`src/rtl/apb_master_arb.sv`:
```
// apb_master_arb
// ---------------------------------------------------------------------------
// Two-requester APB master sharing one APB bus among up to four register
// slaves (four 32-bit registers each, selected by PADDR[3:2]). Requests are
// arbitrated round-robin. The target slave is decoded from addr[5:4]. The
// block sequences the SETUP/ACCESS phases, aborts an ACCESS that waits too
// long for PREADY, and returns read data or an error to the granted
// requester as a one-cycle rsp_valid pulse.
//
// Ports
//   PCLK, PRESET             clock, asynchronous active-high reset
//   req_valid[1:0]           request pending per requester
//   req_write[1:0]           1 = write, 0 = read, per requester
//   req0_addr, req1_addr     [7:6] must be 0, [5:4] slave, [3:0] offset
//   req0_wdata, req1_wdata   write data per requester
//   req_ready[1:0]           accept strobe (IDLE only, arbitration winner only)
//   rsp_valid                one-cycle completion pulse
//   rsp_id                   requester owning the response
//   rsp_rdata                read data (0 for writes and errors)
//   rsp_err                  decode error or PREADY timeout
//   busy                     FSM not in IDLE
//   PADDR, PWRITE, PWDATA    APB address/direction/write data
//   PSEL[3:0], PENABLE       APB one-hot select and access phase
//   PRDATA0..PRDATA3         per-slave read data
//   PREADY[3:0]              per-slave ready
// ---------------------------------------------------------------------------
module apb_master_arb #(
    parameter int TIMEOUT = 16
) (
    input  logic        PCLK,
    input  logic        PRESET,
    input  logic [1:0]  req_valid,
    input  logic [1:0]  req_write,
    input  logic [7:0]  req0_addr,
    input  logic [7:0]  req1_addr,
    input  logic [31:0] req0_wdata,
    input  logic [31:0] req1_wdata,
    output logic [1:0]  req_ready,
    output logic        rsp_valid,
    output logic        rsp_id,
    output logic [31:0] rsp_rdata,
    output logic        rsp_err,
    output logic        busy,
    output logic [3:0]  PADDR,
    output logic        PWRITE,
    output logic [31:0] PWDATA,
    output logic [3:0]  PSEL,
    output logic        PENABLE,
    input  logic [31:0] PRDATA0,
    input  logic [31:0] PRDATA1,
    input  logic [31:0] PRDATA2,
    input  logic [31:0] PRDATA3,
    input  logic [3:0]  PREADY
);

    // Counter wide enough to hold TIMEOUT-1; at least one bit even when the
    // timeout is disabled so the declaration stays legal.
    localparam int CW = (TIMEOUT < 2) ? 1 : $clog2(TIMEOUT + 1);
    localparam logic [CW-1:0] CNT_LAST = (TIMEOUT == 0) ? '0 : CW'(TIMEOUT - 1);

    typedef enum logic [1:0] {
        ST_IDLE   = 2'd0,
        ST_SETUP  = 2'd1,
        ST_ACCESS = 2'd2
    } state_t;

    state_t          state;
    state_t          next_state;
    logic            last_grant;
    logic            id_q;
    logic [1:0]      sel_q;
    logic [CW-1:0]   cnt;

    logic            winner;
    logic            handshake;
    logic [7:0]      win_addr;
    logic            win_write;
    logic [31:0]     win_wdata;
    logic            decode_err;
    logic            sel_ready;
    logic [31:0]     sel_rdata;
    logic            timeout_hit;

    // Round-robin arbitration: on contention the requester that was not
    // granted last wins; with a single requester it simply wins. The winner
    // also steers which request fields are latched on the handshake.
    always_comb begin
        winner = 1'b0;
        if (req_valid == 2'b11) begin
            winner = ~last_grant;
        end else if (req_valid[1]) begin
            winner = 1'b1;
        end
        win_addr   = winner ? req1_addr  : req0_addr;
        win_wdata  = winner ? req1_wdata : req0_wdata;
        win_write  = req_write[winner];
        decode_err = (win_addr[7:6] != 2'b00);
        handshake  = (state == ST_IDLE) && (req_valid != 2'b00);
    end

    // Only the selected slave's PREADY/PRDATA matter; the rest are ignored.
    // The timeout fires in the last allowed ACCESS cycle only when PREADY is
    // still low, so a late PREADY in that same cycle still counts as success.
    always_comb begin
        sel_ready = PREADY[sel_q];
        case (sel_q)
            2'd0:    sel_rdata = PRDATA0;
            2'd1:    sel_rdata = PRDATA1;
            2'd2:    sel_rdata = PRDATA2;
            default: sel_rdata = PRDATA3;
        endcase
        timeout_hit = (TIMEOUT != 0) && (cnt == CNT_LAST) && !sel_ready;
    end

    // FSM state register.
    always_ff @(posedge PCLK or posedge PRESET) begin
        if (PRESET) begin
            state <= ST_IDLE;
        end else begin
            state <= next_state;
        end
    end

    // FSM next-state and bus control. PSEL is derived from the state so it
    // rises in SETUP, one cycle ahead of PENABLE, and both fall together
    // on completion, timeout or reset.
    always_comb begin
        next_state = state;
        req_ready  = 2'b00;
        PSEL       = 4'b0000;
        PENABLE    = 1'b0;
        busy       = (state != ST_IDLE);
        case (state)
            ST_IDLE: begin
                if (req_valid != 2'b00) begin
                    req_ready = winner ? 2'b10 : 2'b01;
                    if (!decode_err) begin
                        next_state = ST_SETUP;
                    end
                end
            end
            ST_SETUP: begin
                PSEL[sel_q] = 1'b1;
                next_state  = ST_ACCESS;
            end
            ST_ACCESS: begin
                PSEL[sel_q] = 1'b1;
                PENABLE     = 1'b1;
                if (sel_ready || timeout_hit) begin
                    next_state = ST_IDLE;
                end
            end
            default: begin
                next_state = ST_IDLE;
            end
        endcase
    end

    // Request latch, arbitration pointer, timeout counter and response
    // registers. The APB address/data only update on a handshake that will
    // actually use the bus, so a decode error leaves the bus untouched and
    // the last transfer's values stay visible.
    always_ff @(posedge PCLK or posedge PRESET) begin
        if (PRESET) begin
            last_grant <= 1'b1;
            id_q       <= 1'b0;
            sel_q      <= 2'd0;
            cnt        <= '0;
            PADDR      <= 4'h0;
            PWRITE     <= 1'b0;
            PWDATA     <= 32'h0;
            rsp_valid  <= 1'b0;
            rsp_id     <= 1'b0;
            rsp_rdata  <= 32'h0;
            rsp_err    <= 1'b0;
        end else begin
            rsp_valid <= 1'b0;

            if (handshake) begin
                last_grant <= winner;
                id_q       <= winner;
                if (decode_err) begin
                    rsp_valid <= 1'b1;
                    rsp_err   <= 1'b1;
                    rsp_rdata <= 32'h0;
                    rsp_id    <= winner;
                end else begin
                    PADDR  <= win_addr[3:0];
                    PWRITE <= win_write;
                    PWDATA <= win_wdata;
                    sel_q  <= win_addr[5:4];
                end
            end

            if (state == ST_ACCESS) begin
                if (sel_ready) begin
                    rsp_valid <= 1'b1;
                    rsp_err   <= 1'b0;
                    rsp_id    <= id_q;
                    rsp_rdata <= PWRITE ? 32'h0 : sel_rdata;
                    cnt       <= '0;
                end else if (timeout_hit) begin
                    rsp_valid <= 1'b1;
                    rsp_err   <= 1'b1;
                    rsp_id    <= id_q;
                    rsp_rdata <= 32'h0;
                    cnt       <= '0;
                end else begin
                    cnt <= cnt + 1'b1;
                end
            end else begin
                cnt <= '0;
            end
        end
    end

endmodule

```
`config.mk`:
```
export PLATFORM = sky130hd
export DESIGN_NAME = apb_master_arb
export DESIGN_NICKNAME = d
export VERILOG_FILES = /design/src/rtl/apb_master_arb.sv
export SDC_FILE = /design/constraint.sdc
export NUM_CORES = 1
export LEC_CHECK = 0
export BUFFER_PORTS_ARGS = -buffer_cell sky130_fd_sc_hd__buf_2
export CORE_AREA = 4 4 115 117
export CTS_CLUSTER_SIZE = 14
export DETAILED_ROUTE_END_ITERATION = 10
export DIE_AREA = 0 0 119 121
export PLACE_DENSITY_LB_ADDON = 0.12
export SYNTH_ARGS = -nofsm -noshare
export SYNTH_HDL_FRONTEND = slang
export SYNTH_SLANG_ARGS = --single-unit
```
`constraint.sdc`:
```
create_clock -name PCLK -period 5.35 [get_ports PCLK]
set_clock_uncertainty 0.15 [all_clocks]
set_input_delay 0.8025 -clock PCLK [delete_from_list [all_inputs] [get_ports PCLK]]
set_output_delay 0.8025 -clock PCLK [all_outputs]
set_load 0.02 [all_outputs]
```
**Word level (Yosys, flattened, before mapping)**

Index checks and enable logic that the tools add are counted.

- Register bits: 83
- Latch bits: 0
- Memory bits (writable): 0
- Bits in read-only memories: 0
- Input bits: 218
- Output and inout port bits: 80
- Logic and storage cells: 84
- Memories: 0

- $add $sub $neg: 1
- $mul: 0
- Divide/modulo/power cells: 0
- Magnitude comparators: 3
- Equal/unequal tests: 9
- Shift-type cells: 0
- Mux-type cells: 44
- Bitwise gates (word level): 2
- Reduce and logical (&&, ||, !) cells: 13

Operators by type and width:

| operator | number |
|---|---|
| 32-bit two-way mux | 7 |
| 32-bit one-hot mux with 3 select lines | 1 |
| 1-bit two-way mux | 22 |
| 5-bit two-way mux | 3 |
| 2-bit two-way mux | 6 |
| 8-bit two-way mux | 1 |
| 2-bit == test, second input constant | 3 |
| 2-bit one-hot mux with 3 select lines | 1 |
| 2-bit nonzero test | 3 |
| 5-bit by 1-bit adder with 5-bit output, second input constant | 1 |
| 5-bit by 4-bit == test with 1-bit output, second input constant | 1 |
| 2-bit by 1-bit == test with 1-bit output, second input constant | 2 |
| 2-bit zero test | 2 |
| 4-bit two-way mux | 1 |
| 2-bit inequality test, second input constant | 2 |
| 1-bit logical AND | 3 |
| 2-bit by 3-bit < comparator with 1-bit output, second input constant | 1 |
| 3-bit AND reduction | 1 |
| 1-bit binary-select mux with 2-bit select | 1 |
| 1-bit demux with 2-bit select | 1 |
| 2-bit by 1-bit greater-or-equal comparator with 1-bit output, second input constant | 1 |
| 1-bit by 2-bit < comparator with 1-bit output, second input constant | 1 |
| 2-bit by 1-bit inequality test with 1-bit output, second input constant | 1 |
| 1-bit NOT | 2 |
| other kinds (4) | 4 |

**Longest topological paths before layout**

- Depth in word-level cells: 9
- Gate-level depth with buffers: 7
- Mapped depth without buffers: 6

**Least setup slack after synthesis**

No wires, ideal clock.

- Kind: input-to-output
- From: in req_valid[1]
- To: out req_ready[1]
- Data arrival time: 1.706 ns
- Data required time: 4.398 ns
- Setup slack: 2.691 ns
- Stages: 3
- Buffers on the path: 1
- Cells stage by stage: a21boi_4 clkbuf_1 and2_1

- Longest elaborated chain between the ends: 5
- Elaborated cells on any way between the ends: 7
- Classes of those cells: eq/ne (1); mux (5); reduce/logical (1)

RTL lines:

| what | RTL line | RTL |
|---|---|---|
| start: declaration | 32 | `input logic [1:0] req_valid,` |
| 2-bit == test / 1-bit two-way mux (equally long branches) | 89, 91 |  |
| 1-bit two-way mux | 89 | `if (req_valid == 2'b11) begin` |
| 2-bit two-way mux | 136 | `req_ready = winner ? 2'b10 : 2'b01;` |
| 2-bit two-way mux (*) | 135 | `if (req_valid != 2'b00) begin` |
| 2-bit two-way mux (*) | 133 | `case (state)` |
| end: declaration | 38 | `output logic [1:0] req_ready,` |

Every way passes the cells marked *; elsewhere a longest branch is shown, timed or not.

**Final worst setup path**

- From: in req_valid[0]
- To: out req_ready[1]

- Longest elaborated chain between the ends: 5
- Elaborated cells on any way between the ends: 6
- Classes of those cells: eq/ne (1); mux (4); reduce/logical (1)

RTL lines:

| what | RTL line |
|---|---|
| 2-bit == test | 89 |
| 1-bit two-way mux | 89 |
| 2-bit two-way mux | 136 |
| 2-bit two-way mux (*) | 135 |
| 2-bit two-way mux (*) | 133 |

Marked as above.

==> flow_summary.json <==
{
  "antenna_found_initial": 0,
  "cts_tree": "yes",
  "r2r.worst_path.cells": 5,
  "synth_flop_cell": "dfrtp_1",
  "clk_pin_slew_ns": 0.06,
  "hold_depth": 1,
  "fill_cells": 1119,
  "rows": 41,
  "hold_class": "reg2reg",
  "wl_um": 12800,
  "ios": 298,
  "fin_tns_setup_ns": 0,
  "htreeDepth": 3,
  "cts-buffers-inserted": 9,
  "postSynthCellCount": 306,
  "worstPathArrival_ns": 2.00,
  "crit_type": "in2out",
  "die_w_um": 119,
  "yosysSeqAreaShare_pct": 46.1,
  "fmax_ghz": 0.338,
  "synthArstFlopShare_pct": 100,
  "p_leak_nw": 3.28,
  "cts_setup_buffers": 0,
  "nets": 819,
  "grt_max_degree": 48,
  "gp_congestion": 0.760,
  "drv_cap": 0,
  "hold_buffers": 0,
  "first_global_vias": 3941,
  "worst_pin_slew_ns": 1.10,
  "period_minus_slack_ns": 2.95,
  "clock_sinks": 83,
  "synth_cell_type_count": 35,
  "status": "complete, no violations",
  "ir_worst_vdd_mv": 0.200,
  "slew_headroom_pct": 26.5,
  "clk_path_buf_depth": 2,
  "die-area_sq_um": 14400,
  "synth_edf_count": 0,
  "avgSynthCellArea_sq_um": 14.7,
  "drt_iter0_markers": 127,
  "synth_nets": 529,
  "num_vias": 3777,
  "total_power_w": 0.00356,
  "grt_setup_unrepaired": "false",
  "yosys_warnings": 0,
  "synth_seq_cells": 83,
  "drv_slew": 0,
  "grt_usage_pct": 17.3,
  "die_y_um": 121,
  "initial_core_util_pct": 36.5,
  "multi_input_area_sq_um": 2290,
  "power_density_nw_per_um2": 552,
  "diodes": 0,
  "dp_hpwl_um": 10300,
  "seqCellArea_sq_um": 2080,
  "cts-root-buf": "clkbuf_16",
  "syn_to_final_growth_pct": 43.2,
  "clk_latency_ns": 0.32,
  "dr.pass1.iters": 4,
  "hold_viol": 0,
  "critPathCaptureType": "output pin",
  "vias_per_cell": 4.89,
  "overflow": 0,
  "cp_max_fo": 44,
  "wl_per_cell_um": 16.5,
  "drc": 0,
  "ant_nets": 0,
  "drive_gt1_share_pct": 71.7,
  "start_kind": "primary input",
  "coreArea_sq_um": 12400,
  "finalSetupViolCount": 0,
  "cts_resized": 0,
  "grt_pass1_wl_um": 19700,
  "io_buffers": 297,
  "finalCritPeriodShare_pct": 55.2,
  "syn_area_sq_um": 4510,
  "critPathRequiredTime_ns": 4.40
}
-- worst max-delay path, cell delays in order --
cell and delay (ns):
buf_2 0.13, a21boi_4 0.18, buf_4 0.46, and2_1 0.25, buf_2 0.18
-- cell type report --
class	instances	share of cell area [%]
repair buffers	302	23.6
inverters	6	0.368
flip-flops and latches	83	32.2
clock inverters	6	1.38
multi-input cells	194	35.4
well taps	172	3.33
clock buffers	10	3.70
-- metrics by stage --
| step | setup WS (ns) | instance area [sq um] | utilization, % | cells | hold slack (ns) |
|---|---|---|---|---|---|
| after CTS | 2.34 | 6460 | 52.2 | 773 | 0.308 |
| after global routing | 2.20 | 6460 | 52.2 | 773 | 0.346 |
| after floorplan | 2.26 | 4510 | - | 306 | 0.279 |
| after detailed placement | 2.35 | 6130 | 49.6 | 757 | 0.301 |
| after global placement | 2.42 | 6130 | 49.6 | 757 | 0.293 |
| final | 2.40 | 6460 | 52.2 | 773 | 0.303 |
-- cells by family after synthesis --
family	after synthesis	share of synthesized area, %
AO/OA/AOI/OAI	42	8.47
XOR/XNOR	2	0.389
buffers and inverters	29	3.39
flip-flops	83	46.1
adder cells (fa/ha/maj)	5	1.39
AND/OR/NAND/NOR	30	3.28
multiplexers	115	37.0
-- cell usage in the layout, fill, tap and decap left out, drive strengths merged --
master | netlist | routed
buf | 14 | 302
dfrtp | 82 | 82
mux2 | 80 | 80
mux4 | 33 | 33
a22o | 32 | 32
nor2 | 13 | 13
clkbuf | 9 | 10
inv | 6 | 5
ha | 5 | 5
nand2 | 4 | 4
and2 | 4 | 4
clkinv | 0 | 3
nand3 | 2 | 2
a21o | 2 | 2
xor2 | 2 | 2
and3 | 2 | 2
clkinvlp | 0 | 2
bufinv | 0 | 2
nor2b | 2 | 2
mux2i | 2 | 2
a221oi | 2 | 2
a21boi | 1 | 1
or4 | 1 | 1
or2 | 1 | 1
a32oi | 1 | 1
o21ai | 1 | 1
nor3b | 1 | 1
o21a | 1 | 1
o22ai | 1 | 1
a21oi | 1 | 1
dfstp | 1 | 1
-- sequential cells by signal, summed over array words and instances (netlist names) --
name,flops
id_q,1
state,2
PWDATA,32
last_grant,1
PWRITE,1
rsp_err,1
PADDR,4
rsp_valid,1
rsp_id,1
cnt,5
rsp_rdata,32
sel_q,2
-- cells in the mapped netlist, types with 2 or more instances --
cell,n,area share [%]
nor2_1,13,1.1
buf_2,8,0.89
mux4_2,33,16
a21o_1,2,0.33
a22o_1,32,6.2
buf_6,4,1.0
ha_1,5,1.4
inv_1,6,0.50
clkbuf_1,9,0.75
and3_1,2,0.28
mux2_1,10,2.5
nand2_1,4,0.33
and2_1,3,0.42
nor2b_1,2,0.28
xor2_1,2,0.39
nand3_1,2,0.22
mux2_2,70,17
dfrtp_1,82,46
-- report_power, final --
| part | switching [W] | total, W | internal [W] |
|---|---|---|---|
| Sequential | 0.000226 | 0.00116 | 0.000929 |
| Clock | 0.000241 | 0.000662 | 0.000421 |
| Combinational | 0.000925 | 0.00174 | 0.000819 |
| Total | 0.00139 | 0.00356 | 0.00217 |
-- per-layer routing --
metal / wire [um] / track usage, % / vias up
li1: - / - / 1756
met1: 4860 / 20.0 / 1808
met2: 6640 / 31.1 / 196
met3: 1030 / 4.29 / 17
met4: 231 / 6.30 / 0
met5: 0 / 0 / -
-- path summary, 6_finish.rpt --
check	from	endpoint	slack, ns
max in group asynchronous	PRESET	sel_q[0]	3.59
min in group asynchronous	PRESET	PWDATA[31]	0.39
worst min register to register	cnt[0]	cnt[0]	0.30
worst max register to register	sel_q[0]	rsp_rdata[10]	2.44
worst min-delay path	cnt[0]	cnt[0]	0.30
worst max-delay path	req_valid[0]	req_ready[1]	2.40
No activity file was read; power rests on OpenSTA's default activity.
